--- src/rtl/dmx_angle_scheduler_pkg.sv ---
// dmx_pkg: shared definitions for the tracking-DMX angle datapath.
//   ANGLE_W / DMX_W   : angle (signed Q3.8) and DMX channel widths
//   PI_Q38 / NEG_PI_Q38 : +/-pi in Q3.8, the saturation bounds of the
//                         optional angle clamp (ANGLE_CLAMP_EN)
//   state_t           : scheduler FSM state
//   clamp_angle()     : saturate a Q3.8 angle to [-pi, +pi]
package dmx_pkg;

    localparam int ANGLE_W = 11;
    localparam int DMX_W   = 8;

    localparam logic signed [ANGLE_W-1:0] PI_Q38     = 11'sd804;
    localparam logic signed [ANGLE_W-1:0] NEG_PI_Q38 = -11'sd804;

    typedef enum logic {
        IDLE = 1'b0,
        WAIT = 1'b1
    } state_t;

    function automatic logic [ANGLE_W-1:0] clamp_angle(input logic signed [ANGLE_W-1:0] a);
        if (a > PI_Q38) begin
            return PI_Q38;
        end else if (a < NEG_PI_Q38) begin
            return NEG_PI_Q38;
        end
        return a;
    endfunction

endpackage

--- src/rtl/dmx_angle_scheduler_rr_arbiter.sv ---
// rr_arbiter: purely combinational round-robin grant.
//   req_valid [NUM_REQ] : requesters currently offering work
//   rr_ptr    [PTR_W]   : index that has highest priority this round
//   grant     [NUM_REQ] : one-hot grant (all-zero when nothing is valid)
//   grant_idx [PTR_W]   : binary index of the granted requester
//   grant_any           : some requester is granted
module rr_arbiter
    import dmx_pkg::*;
#(
    parameter int NUM_REQ = 2,
    parameter int PTR_W   = 1
) (
    input  logic [NUM_REQ-1:0] req_valid,
    input  logic [PTR_W-1:0]   rr_ptr,
    output logic [NUM_REQ-1:0] grant,
    output logic [PTR_W-1:0]   grant_idx,
    output logic               grant_any
);

    // Scan starting at rr_ptr and wrap modulo NUM_REQ; the first valid
    // requester met wins, which bounds any requester's wait to NUM_REQ grants.
    always_comb begin
        logic [PTR_W-1:0] idx;
        grant     = '0;
        grant_idx = '0;
        grant_any = 1'b0;
        idx       = '0;
        for (int k = 0; k < NUM_REQ; k++) begin
            idx = PTR_W'((int'(rr_ptr) + k) % NUM_REQ);
            if (!grant_any && req_valid[idx]) begin
                grant[idx] = 1'b1;
                grant_idx  = idx;
                grant_any  = 1'b1;
            end
        end
    end

endmodule

--- src/rtl/dmx_angle_scheduler.sv ---
// dmx_angle_scheduler: time-shares one external range_shifter between
// NUM_REQ angle requesters and keeps one DMX channel register per requester.
//
// Configuration macro: ANGLE_CLAMP_EN -- when defined, the accepted angle is
// saturated to [-pi, +pi] (Q3.8) before it drives shift_in.
//
// Ports
//   clk, reset   : clock, synchronous active-high reset
//   req_valid    : [NUM_REQ] requester i offers an angle
//   req_angle    : [NUM_REQ*11] angle i at [11i+10:11i], signed Q3.8
//   req_ready    : [NUM_REQ] one-hot grant (combinational)
//   shift_in     : [11] registered angle to range_shifter.in
//   shift_out    : [8]  range_shifter.out, valid SHIFT_LATENCY edges later
//   chan_out     : [NUM_REQ*8] DMX value per requester, slot i at [8i+7:8i]
//   chan_update  : [NUM_REQ] one-cycle pulse when slot i is written
//   busy         : high while a transaction is in flight
//   fsm_state    : debug view of the FSM state
//   rr_ptr       : debug view of the round-robin pointer
//
// Handshake: a requester holds req_valid (and its angle) until it sees
// req_valid[i] & req_ready[i] at a rising edge; that edge is the accept.
// req_ready is only ever raised for one index, only in IDLE.
module dmx_angle_scheduler
    import dmx_pkg::*;
#(
    parameter int                 NUM_REQ       = 2,
    parameter int                 SHIFT_LATENCY = 1,
    parameter logic [DMX_W-1:0]   RESET_CHAN    = 8'd128,
    localparam int                PTR_W         = (NUM_REQ > 1) ? $clog2(NUM_REQ) : 1
) (
    input  logic                       clk,
    input  logic                       reset,
    input  logic [NUM_REQ-1:0]         req_valid,
    input  logic [NUM_REQ*ANGLE_W-1:0] req_angle,
    output logic [NUM_REQ-1:0]         req_ready,
    output logic [ANGLE_W-1:0]         shift_in,
    input  logic [DMX_W-1:0]           shift_out,
    output logic [NUM_REQ*DMX_W-1:0]   chan_out,
    output logic [NUM_REQ-1:0]         chan_update,
    output logic                       busy,
    output state_t                     fsm_state,
    output logic [PTR_W-1:0]           rr_ptr
);

    localparam int CNT_W = $clog2(SHIFT_LATENCY + 1);

    state_t             state_q;
    state_t             state_d;
    logic [CNT_W-1:0]   cnt_q;
    logic [PTR_W-1:0]   grant_q;

    logic [NUM_REQ-1:0] grant;
    logic [PTR_W-1:0]   grant_idx;
    logic               grant_any;
    logic               accept;
    logic               done;
    logic [ANGLE_W-1:0] angle_sel;
    logic [ANGLE_W-1:0] angle_lat;

    rr_arbiter #(
        .NUM_REQ (NUM_REQ),
        .PTR_W   (PTR_W)
    ) u_arb (
        .req_valid (req_valid),
        .rr_ptr    (rr_ptr),
        .grant     (grant),
        .grant_idx (grant_idx),
        .grant_any (grant_any)
    );

    always_comb begin
        angle_sel = req_angle[int'(grant_idx)*ANGLE_W +: ANGLE_W];
`ifdef ANGLE_CLAMP_EN
        angle_lat = clamp_angle(angle_sel);
`else
        angle_lat = angle_sel;
`endif
    end

    // Next-state and handshake outputs.
    always_comb begin
        state_d   = state_q;
        req_ready = '0;
        accept    = 1'b0;
        done      = 1'b0;
        case (state_q)
            IDLE: begin
                req_ready = grant;
                accept    = grant_any;
                if (grant_any) begin
                    state_d = WAIT;
                end
            end
            WAIT: begin
                // cnt reaching zero means shift_out now reflects shift_in.
                if (cnt_q == '0) begin
                    done    = 1'b1;
                    state_d = IDLE;
                end
            end
            default: state_d = IDLE;
        endcase
    end

    always_ff @(posedge clk) begin
        if (reset) begin
            state_q <= IDLE;
        end else begin
            state_q <= state_d;
        end
    end

    always_ff @(posedge clk) begin
        if (reset) begin
            shift_in    <= '0;
            cnt_q       <= '0;
            grant_q     <= '0;
            rr_ptr      <= '0;
            chan_out    <= {NUM_REQ{RESET_CHAN}};
            chan_update <= '0;
        end else begin
            chan_update <= '0;
            if (accept) begin
                shift_in <= angle_lat;
                cnt_q    <= CNT_W'(SHIFT_LATENCY);
                grant_q  <= grant_idx;
                if (grant_idx == PTR_W'(NUM_REQ - 1)) begin
                    rr_ptr <= '0;
                end else begin
                    rr_ptr <= grant_idx + 1'b1;
                end
            end else if (state_q == WAIT && cnt_q != '0) begin
                cnt_q <= cnt_q - 1'b1;
            end
            if (done) begin
                chan_out[int'(grant_q)*DMX_W +: DMX_W] <= shift_out;
                chan_update[grant_q]                   <= 1'b1;
            end
        end
    end

    assign busy      = (state_q != IDLE);
    assign fsm_state = state_q;

endmodule

--- config.mk ---
export PLATFORM = sky130hd
export DESIGN_NAME = dmx_angle_scheduler
export DESIGN_NICKNAME = d
export VERILOG_FILES = /design/src/rtl/dmx_angle_scheduler_pkg.sv /design/src/rtl/dmx_angle_scheduler_rr_arbiter.sv /design/src/rtl/dmx_angle_scheduler.sv
export SDC_FILE = /design/constraint.sdc
export NUM_CORES = 1
export LEC_CHECK = 0
export CORE_MARGIN = 5
export CORE_UTILIZATION = 39
export DETAILED_ROUTE_END_ITERATION = 10
export PLACE_DENSITY = 0.76
export SLEW_MARGIN = 20
export SYNTH_ARGS = -nofsm -noshare
export SYNTH_HDL_FRONTEND = slang
export SYNTH_HIERARCHICAL = 1
export SYNTH_SLANG_ARGS = --single-unit
--- constraint.sdc ---
create_clock -name clk -period 1.6 [get_ports clk]
set_input_delay 0.24 -clock clk [delete_from_list [all_inputs] [get_ports clk]]
set_output_delay 0.24 -clock clk [all_outputs]
set_load 0.1 [all_outputs]
======== Word level (Yosys, flattened, before mapping) ========
Cells that the tools add are included.
Widths: inputs -> output; s select.
word-level totals
  register bits ........................... 33
  output and inout port bits .............. 34
  logic and storage cells ................. 59
  input bits .............................. 34
cells by class
  magnitude comparators ................... 6
  $add $sub $neg .......................... 4
  multiplexer cells ....................... 27
  $mul .................................... 1
  shifts and indexed selects .............. 3
  reduce and logical (&&, ||, !) cells .... 8
  bitwise gates (word level) .............. 3
operator list
  operator                 count
  $neg 4->33               1
  $shift 8x33->16 const A  1
  $shiftx 8x33->16         1
  $shiftx 22x6->11         1
  $mux 1                   19
  $bwmux 16                1
  $lt 1x2->1 const B       3
  $mux 2                   3
  $logic_and 1x1->1        5
  $mul 1x4->5 const B      1
  $demux 1 s1              3
  $ge 1x1->1 const B       3
  $add 1x1->1 const B      2
  $not 1->1                2
  $or 2x2->2               1
  $pmux 1 s2               1
  $reduce_bool 2->1        1
  $reduce_or 2->1          1
  $logic_not 1->1          1
  $sub 1x1->1 const B      1

======== Logic depth before layout (Yosys ltp) ========
Gate-level depths: netlist (run 1).
  depth in word-level cells ............... 8
  depth in mapped cells ................... 6
  mapped depth without buffers ............ 4

======== By module ========
Netlist (run 1), hierarchy kept.
by module, submodules not included
  module               sequential area each (µm²)  cells each  area each (µm²)  instances
  dmx_angle_scheduler  660.6                       145         1307.5           1
  rr_arbiter           0.0                         5           32.5             1

======== Worst setup path after synthesis (run 1) ========
OpenSTA, ideal clock, no wires.
  path type ............................... register to register
  from .................................... register rr_ptr
  to ...................................... register shift_in[10]
  data arrival time ....................... 1.834 ns
  path buffers ............................ 2
  slack ................................... -0.368 ns
  library setup time ...................... 0.134 ns
  stages on the path, launching flop included .. 7
  path through ............................ dfxtp_1 > inv_1 > a21boi_0 > buf_4 > buf_4 > mux2i_1 > a211oi_1
between the ends
  longest elaborated chain between the ends .. 8
  elaborated cells between the ends (all ways) .. 14
  those cells by class .................... add/sub: 1; mul: 1; shift: 1; mux: 9; reduce/logical: 2
ends and longest elaborated chain
  element                                     line                                  text
  start, declared                             dmx_angle_scheduler.sv:42             output logic [PTR_W-1:0] rr_ptr
  start signal, assigned                      dmx_angle_scheduler.sv:130            rr_ptr <= grant_idx + 1'b1;
  $mux 1 (not written as such) (2 in series)  dmx_angle_scheduler_rr_arbiter.sv:30  if (!grant_any && req_valid[idx]) begin
  $mux 1                                      dmx_angle_scheduler_rr_arbiter.sv:30
  $logic_not 1->1                             dmx_angle_scheduler_rr_arbiter.sv:30
  $logic_and 1x1->1                           dmx_angle_scheduler_rr_arbiter.sv:30
  $mux 1 *                                    dmx_angle_scheduler_rr_arbiter.sv:30
  named net grant_idx                         dmx_angle_scheduler.sv:53             logic [PTR_W-1:0] grant_idx;
  $mul 1x4->5 *                               dmx_angle_scheduler.sv:72             angle_sel = req_angle[int'(grant_idx)*ANGLE_W +: ANGLE_W];
  $shiftx 22x6->11 *                          dmx_angle_scheduler.sv:72
  end signal, assigned                        dmx_angle_scheduler.sv:124            shift_in <= angle_lat;
  end, declared                               dmx_angle_scheduler.sv:36             output logic [ANGLE_W-1:0] shift_in,
Mark *: on every way through the listed nets, which the timed path passes. The rest lies on a longest branch. The select of a mux whose other input is x is not followed.
A chain may end at the register's enable or synchronous reset.

======== Final worst setup path (run 1) ========
  from .................................... input port req_valid[0]
  to ...................................... output port req_ready[0]
between the ends
  longest elaborated chain between the ends .. 7
  elaborated cells between the ends (all ways) .. 11
  those cells by class .................... mux: 8; bitwise: 1; reduce/logical: 2
ends and longest elaborated chain
  element                                     line                                  text
  start, declared                             dmx_angle_scheduler.sv:33             input logic [NUM_REQ-1:0] req_valid,
  $mux 1 (not written as such) (2 in series)  dmx_angle_scheduler_rr_arbiter.sv:30
  $mux 1                                      dmx_angle_scheduler_rr_arbiter.sv:30
  $logic_not 1->1                             dmx_angle_scheduler_rr_arbiter.sv:30
  $logic_and 1x1->1                           dmx_angle_scheduler_rr_arbiter.sv:30
  $mux 2 *                                    dmx_angle_scheduler_rr_arbiter.sv:30
  named net grant[0]                          dmx_angle_scheduler.sv:52             logic [NUM_REQ-1:0] grant;
  $mux 2 *                                    dmx_angle_scheduler.sv:86             case (state_q)
  end, declared                               dmx_angle_scheduler.sv:35             output logic [NUM_REQ-1:0] req_ready,
Marks and branches as above.

==> flow_metrics.py, run 1 <==
metrics = {
    "outcome": {
        "status": "completed",
    },
    "timing": {
        "fmax_ghz": 0.6530,
        "worst_slew_pin_slew_ns": 0.3923,
        "timing.final.crit_share_pct": 95.71,
        "hold_slack_ns": 0.4988,
        "slew_violations": 0,
        "slew-limit-headroom_pct": 73.82,
        "hold_viol_final": 0,
        "rsz0062_at_grt": "false",
        "final-setup-viol-count": 0,
        "layout_min_cycle_time_ns": 1.531,
        "timing.setup.tns_ns": 0,
        "fin_worst_skew_ns": 0.01687,
        "setup_ws_ns": 0.06861,
    },
    "layout": {
        "diodes": 0,
        "fin_area_sq_um": 2466,
        "finalNonFillerCells": 263,
        "drive_gt1_share_pct": 23.96,
        "syn2layout_area_growth_pct": 84.03,
        "fin_util_pct": 73.90,
        "multiInputGateArea_sq_um": 598.1,
        "final_nets": 250,
        "num-fill-cells": 231,
        "seqCellArea_sq_um": 668.1,
    },
    "die": {
        "dieArea_sq_um": 4708,
        "rows": 21,
        "ios": 68,
        "die_h_um": 68.62,
        "die_x_um": 68.62,
        "core-area_sq_um": 3337,
        "initial_core_util_pct": 40.16,
    },
    "power_and_ir_drop": {
        "power_density_nw_per_um2": 1020,
        "leakagePower_nw": 0.9596,
        "p_int_mw": 1.613,
        "p_sw_share_pct": 35.86,
        "pwr-share-clk_pct": 25.8,
        "ir_worst_vdd_v": 0.0005894,
        "p_total_mw": 2.515,
        "switching_power_mw": 0.9016,
        "p_comb_share_pct": 36.6,
        "seqPwrFrac_pct": 37.6,
    },
    "synthesis": {
        "synth_seq_area_share_pct": 49.30,
        "syn_nets": 184,
        "synth_edf_count": 0,
        "synth_adder_area_share_pct": 0,
        "synth_cell_types": 22,
        "synthMuxAreaShare_pct": 8.217,
        "syn_area_sq_um": 1340,
        "synth_top_area_cell": "dfxtp_1",
        "synth_common_cells": "dfxtp_1, nand2_1, a21oi_1",
        "synthXorXnorAreaFrac_pct": 0,
        "synth.avg_cell_area_sq_um": 8.934,
        "synth_top_family_by_area": "simple AND/OR/NAND/NOR gates",
        "yosysMostFrequentCell": "dfxtp_1",
        "synthTopCellsByArea": "dfxtp_1, nand2_1, mux2i_1, a21oi_1, a211oi_1",
        "ys_warn_count": 6,
        "synth-seq-cells": 33,
        "yosys.area_share.simple_pct": 21.48,
        "synth-compound-area-share_pct": 14.94,
        "ys.flop_type": "dfxtp_1",
        "synth_top_area_share_pct": 49.30,
        "netlist_instances": 150,
        "ys_async_sr_fraction_pct": 0,
    },
    "grt": {
        "grt_max_degree": 25,
        "grt_usage_pct": 17.13,
        "busiest_layer": "met2",
        "use_met2_pct": 30.63,
        "antenna_found_initial": 0,
        "grt_first_pass_wirelength_mm": 5.830,
        "grt_pass1_vias": 1314,
        "met3_usage_pct": 8.104,
        "gr-total-overflow": 0,
        "met1_usage_pct": 16.53,
    },
    "place": {
        "portBuffers": 67,
        "placedCellCount": 255,
        "placed_cell_area_sq_um": 2381,
        "dpl_worst_slack_ns": -0.05385,
        "place.gp.congestion": 0.7329,
        "dp.final_hpwl_mm": 3.011,
    },
    "clock_tree": {
        "cts_buffers": 5,
        "clk_pin_slew_ns": 0.10,
        "clockBufferDepth": 2,
        "cts_root_buffer": "clkbuf_4",
        "cts_setup_buffers": 0,
        "htreeDepth": 2,
        "clock-sinks": 33,
        "cts_tree": "done",
        "hold_buffers": 0,
        "cts_resized": 0,
        "clock_latency_ns": 0.33,
    },
    "setup_path": {
        "start_kind": "input pin",
        "reg2reg_from": "busy$_SDFF_PP0_",
        "endpoint_kind": "primary output",
        "critPathArrivalTime_ns": 1.29,
        "cp-startpoint": "req_valid[0]",
        "path_class": "in -> out",
        "rr_endpoint": "chan_out[0]$_SDFFE_PP0P_",
        "r2r_setup_slack_ns": 0.29,
        "cp_max_fo": 4,
        "crit_path_end": "req_ready[0]",
        "worst-endpoint-required_ns": 1.36,
        "reg2reg_depth": 3,
    },
    "flow_run": {
        "maxCapViolations": 0,
    },
    "drt": {
        "drt_pass1_iterations": 4,
        "vias_per_cell": 4.837,
        "num_vias": 1272,
        "wirelength_mm": 3.716,
        "wire_per_inst_um": 14.13,
        "first_iter_violations": 76,
        "ant_nets": 0,
        "drc": 0,
    },
    "hold_path": {
        "hold_path.class": "reg -> reg",
    },
}
-- kinds of logic (layout without fill, tap and decap cells) --
group           count (synthesis)  in the layout
mux                            11             11
simple gates                   60             60
buf+inv                        13             80
flops                          33             33
compound gates                 33             33
-- cell type report --
class                           instances  area share (%)
Clock buffer                            7           2.232
Inverter                                1          0.1522
Timing Repair Buffer                   71           42.72
Sequential cell                        33           27.09
Clock inverter                          1           1.218
Tap cell                               46           2.334
Multi-Input combinational cell        104           24.25
-- flip-flops by register name (all words and copies together), names as in the netlist --
signal       count
rr_ptr           1
chan_out        16
busy             1
chan_update      2
cnt_q            1
grant_q          1
shift_in        11
-- power by group through the flow --
stage	Clock, mW	Sequential, mW	Combinational (mW)
final	0.649	0.945	0.921
after global routing	0.708	0.953	0.956
after CTS	0.656	0.946	0.926
after detailed placement	0	0.964	0.924
after global placement	0	0.961	0.908
after floorplan	0	1.29	0.217
-- routing by layer --
metal | wire length (um) | vias up | share of wire (%)
met4 | 53 | 0 | 1.4
met3 | 411 | 5 | 11
met1 | 1385 | 562 | 37
met5 | 0 | - | 0
met2 | 1865 | 67 | 50
li1 | - | 638 | -
-- worst max-delay path, stage by stage --
cell and delay, ns:
clkdlybuf4s50_1 0.51, a21boi_1 0.19, and2b_2 0.18, buf_12 0.17
-- worst min path at each step --
| stage | startpoint | to | slack (ns) | cells after the start |
|---|---|---|---|---|
| after floorplan | shift_out[0] | chan_out[0]$_SDFFE_PP0P_ | 0.38 | 2 |
| after CTS | shift_out[2] | chan_out[10]$_SDFFE_PP0P_ | 0.49 | 3 |
| final | chan_out[11]$_SDFFE_PP0P_ | chan_out[11]$_SDFFE_PP0P_ | 0.50 | 2 |
| after global placement | chan_out[0]$_SDFFE_PP0P_ | chan_out[0]$_SDFFE_PP0P_ | 0.48 | 2 |
| after global routing | shift_out[2] | chan_out[10]$_SDFFE_PP0P_ | 0.48 | 3 |
| after detailed placement | chan_out[11]$_SDFFE_PP0P_ | chan_out[11]$_SDFFE_PP0P_ | 0.48 | 2 |
-- cells in the final DEF, fill, tap and decap left out, types with 2 or more instances in the layout --
master,n
dfxtp_4,2
nor2_1,14
mux2i_1,11
nand2_1,32
a211oi_1,11
a21oi_1,19
clkbuf_4,5
buf_12,35
nor3_1,3
nand2b_1,2
buf_4,3
dfxtp_1,31
a21boi_1,2
clkdlybuf4s50_1,33
and2b_2,2
(Power assumes the default switching activity.)
==> inputs of run 2 (changes only) <==
PLACE_DENSITY = 0.91   (was 0.76)
TNS_END_PERCENT = 50   (was not set)
==> run 2 against run 1 <==
Effect of this change:
- core utilization shrank 0.79 points
- global-route usage shrank 1.5 points
- hold slack lost 0.018 ns
==> flow_metrics.py, run 2 (synthesis results as in run 1) <==
metrics = {
    "grt": {
        "grt_usage_pct": 15.61,
        "grt_first_pass_wirelength_mm": 5.250,
        "grt_pass1_vias": 1208,
        "gr-total-overflow": 0,
        "grt_max_degree": 25,
        "antenna_found_initial": 0,
    },
    "die": {
        "initial_core_util_pct": 40.16,
        "ios": 68,
        "die_x_um": 68.62,
        "rows": 21,
        "dieArea_sq_um": 4708,
        "core-area_sq_um": 3337,
        "die_h_um": 68.62,
    },
    "power_and_ir_drop": {
        "p_comb_share_pct": 39.3,
        "seqPwrFrac_pct": 40.3,
        "leakagePower_nw": 0.9472,
        "ir_worst_vdd_v": 0.0005701,
        "p_sw_share_pct": 37.71,
        "pwr-share-clk_pct": 20.4,
        "power_density_nw_per_um2": 958.4,
        "p_int_mw": 1.456,
        "switching_power_mw": 0.8818,
    },
    "layout": {
        "syn2layout_area_growth_pct": 82.07,
        "fin_area_sq_um": 2440,
        "largest_registers": "chan_out (16), shift_in (11), chan_update (2)",
        "regMostFlops": "chan_out",
        "final_common_cell": "buf_12",
        "diodes": 0,
        "fin_util_pct": 73.12,
        "final_cell_mix": "buf_12, clkdlybuf4s50_1, nand2_1",
        "final_nets": 250,
        "largest_reg_flops": 16,
        "drive_gt1_share_pct": 23.50,
    },
    "clock_tree": {
        "cts_setup_buffers": 0,
        "cts_tree": "done",
        "htreeDepth": 2,
        "clockBufferDepth": 2,
        "clock_latency_ns": 0.33,
        "cts_buffers": 5,
        "clk_pin_slew_ns": 0.10,
        "cts_root_buffer": "clkbuf_4",
        "clock-sinks": 33,
    },
    "setup_path": {
        "cp_max_fo": 4,
        "reg2reg_from": "rr_ptr$_SDFFE_PP0P_",
        "cp-startpoint": "req_valid[0]",
        "endpoint_kind": "primary output",
        "path_class": "in -> out",
        "critPathArrivalTime_ns": 1.27,
        "start_kind": "input pin",
        "worst-endpoint-required_ns": 1.36,
    },
    "drt": {
        "first_iter_violations": 65,
        "wire_per_inst_um": 12.99,
        "drc": 0,
        "drt_pass1_iterations": 4,
        "ant_nets": 0,
        "num_vias": 1279,
        "wirelength_mm": 3.416,
        "vias_per_cell": 4.863,
    },
    "timing": {
        "fmax_ghz": 0.6633,
        "layout_min_cycle_time_ns": 1.508,
        "rsz0062_at_grt": "false",
        "timing.final.crit_share_pct": 94.22,
        "slew_violations": 0,
        "hold_slack_ns": 0.4810,
        "worst_slew_pin_slew_ns": 0.3994,
        "hold_viol_final": 0,
        "final-setup-viol-count": 0,
        "setup_ws_ns": 0.09249,
        "fin_worst_skew_ns": 0.01363,
        "slew-limit-headroom_pct": 73.35,
    },
    "hold_path": {
        "worstHoldStart": "shift_out[2]",
        "hold_path.class": "in -> reg",
    },
    "place": {
        "place.gp.congestion": 0.7216,
        "dp.final_hpwl_mm": 2.783,
        "placed_cell_area_sq_um": 2381,
        "dpl_worst_slack_ns": -0.04210,
        "portBuffers": 67,
    },
    "outcome": {
        "status": "completed",
    },
    "flow_run": {
        "maxCapViolations": 0,
    },
}
run 2: cell types whose count changed in the layout (fill, tap and decap cells not counted), sizes merged:
cell    delta
bufinv     -1
clkbuf     +1
run 2: routing by layer:
metal	part of all wire, %	global-route usage (%)	vias to the layer above
li1	-	-	634
met1	35	14.60	574
met2	48	27.29	66
met3	15	7.780	5
met4	1.7	8.933	0
met5	0	0	-
run 2: layout make-up:
type | count | area (sq um)
Multi-Input combinational cell | 104 | 598.1
Sequential cell | 33 | 668.1
Inverter | 1 | 3.754
Timing Repair Buffer | 71 | 1054
Tap cell | 46 | 57.56
Fill cell | 250 | 897.1
Clock buffer | 8 | 58.81
run 2: power groups by stage:
stage	combinational (mW)	clock (mW)	sequential [mW]
after floorplan	0.217	0	1.29
after global placement	0.912	0	0.961
after detailed placement	0.924	0	0.962
after CTS	0.925	0.492	0.944
after global routing	0.955	0.539	0.953
final	0.918	0.478	0.943
run 2: critical path: stages:
cell and delay (ns):
clkdlybuf4s50_1 0.51, a21boi_1 0.17, and2b_2 0.18, buf_12 0.17
run 2: per-stage QoR:
stage	power [mW]	TNS [ns]	cells
after floorplan	1.507	0	150
after global placement	1.872	0	255
after detailed placement	1.886	-0.2226	255
after CTS	2.360	0	263
after global routing	2.447	0	263
final	2.338	0	263
run 2: repair_timing:
action | 4_1_cts | 5_1_grt
endpoints found under the setup margin | 0 | 2
hold buffers | 0 | 0
resized for setup | 0 | 2
run 2: final timing paths:
check	to	slack [ns]	cells after the start
setup / recovery	req_ready[0]	0.09	4
hold reg to reg	chan_out[2]$_SDFFE_PP0P_	0.49	2
setup reg to reg	shift_in[0]$_SDFFE_PP0P_	0.32	5
hold / removal	chan_out[2]$_SDFFE_PP0P_	0.48	3
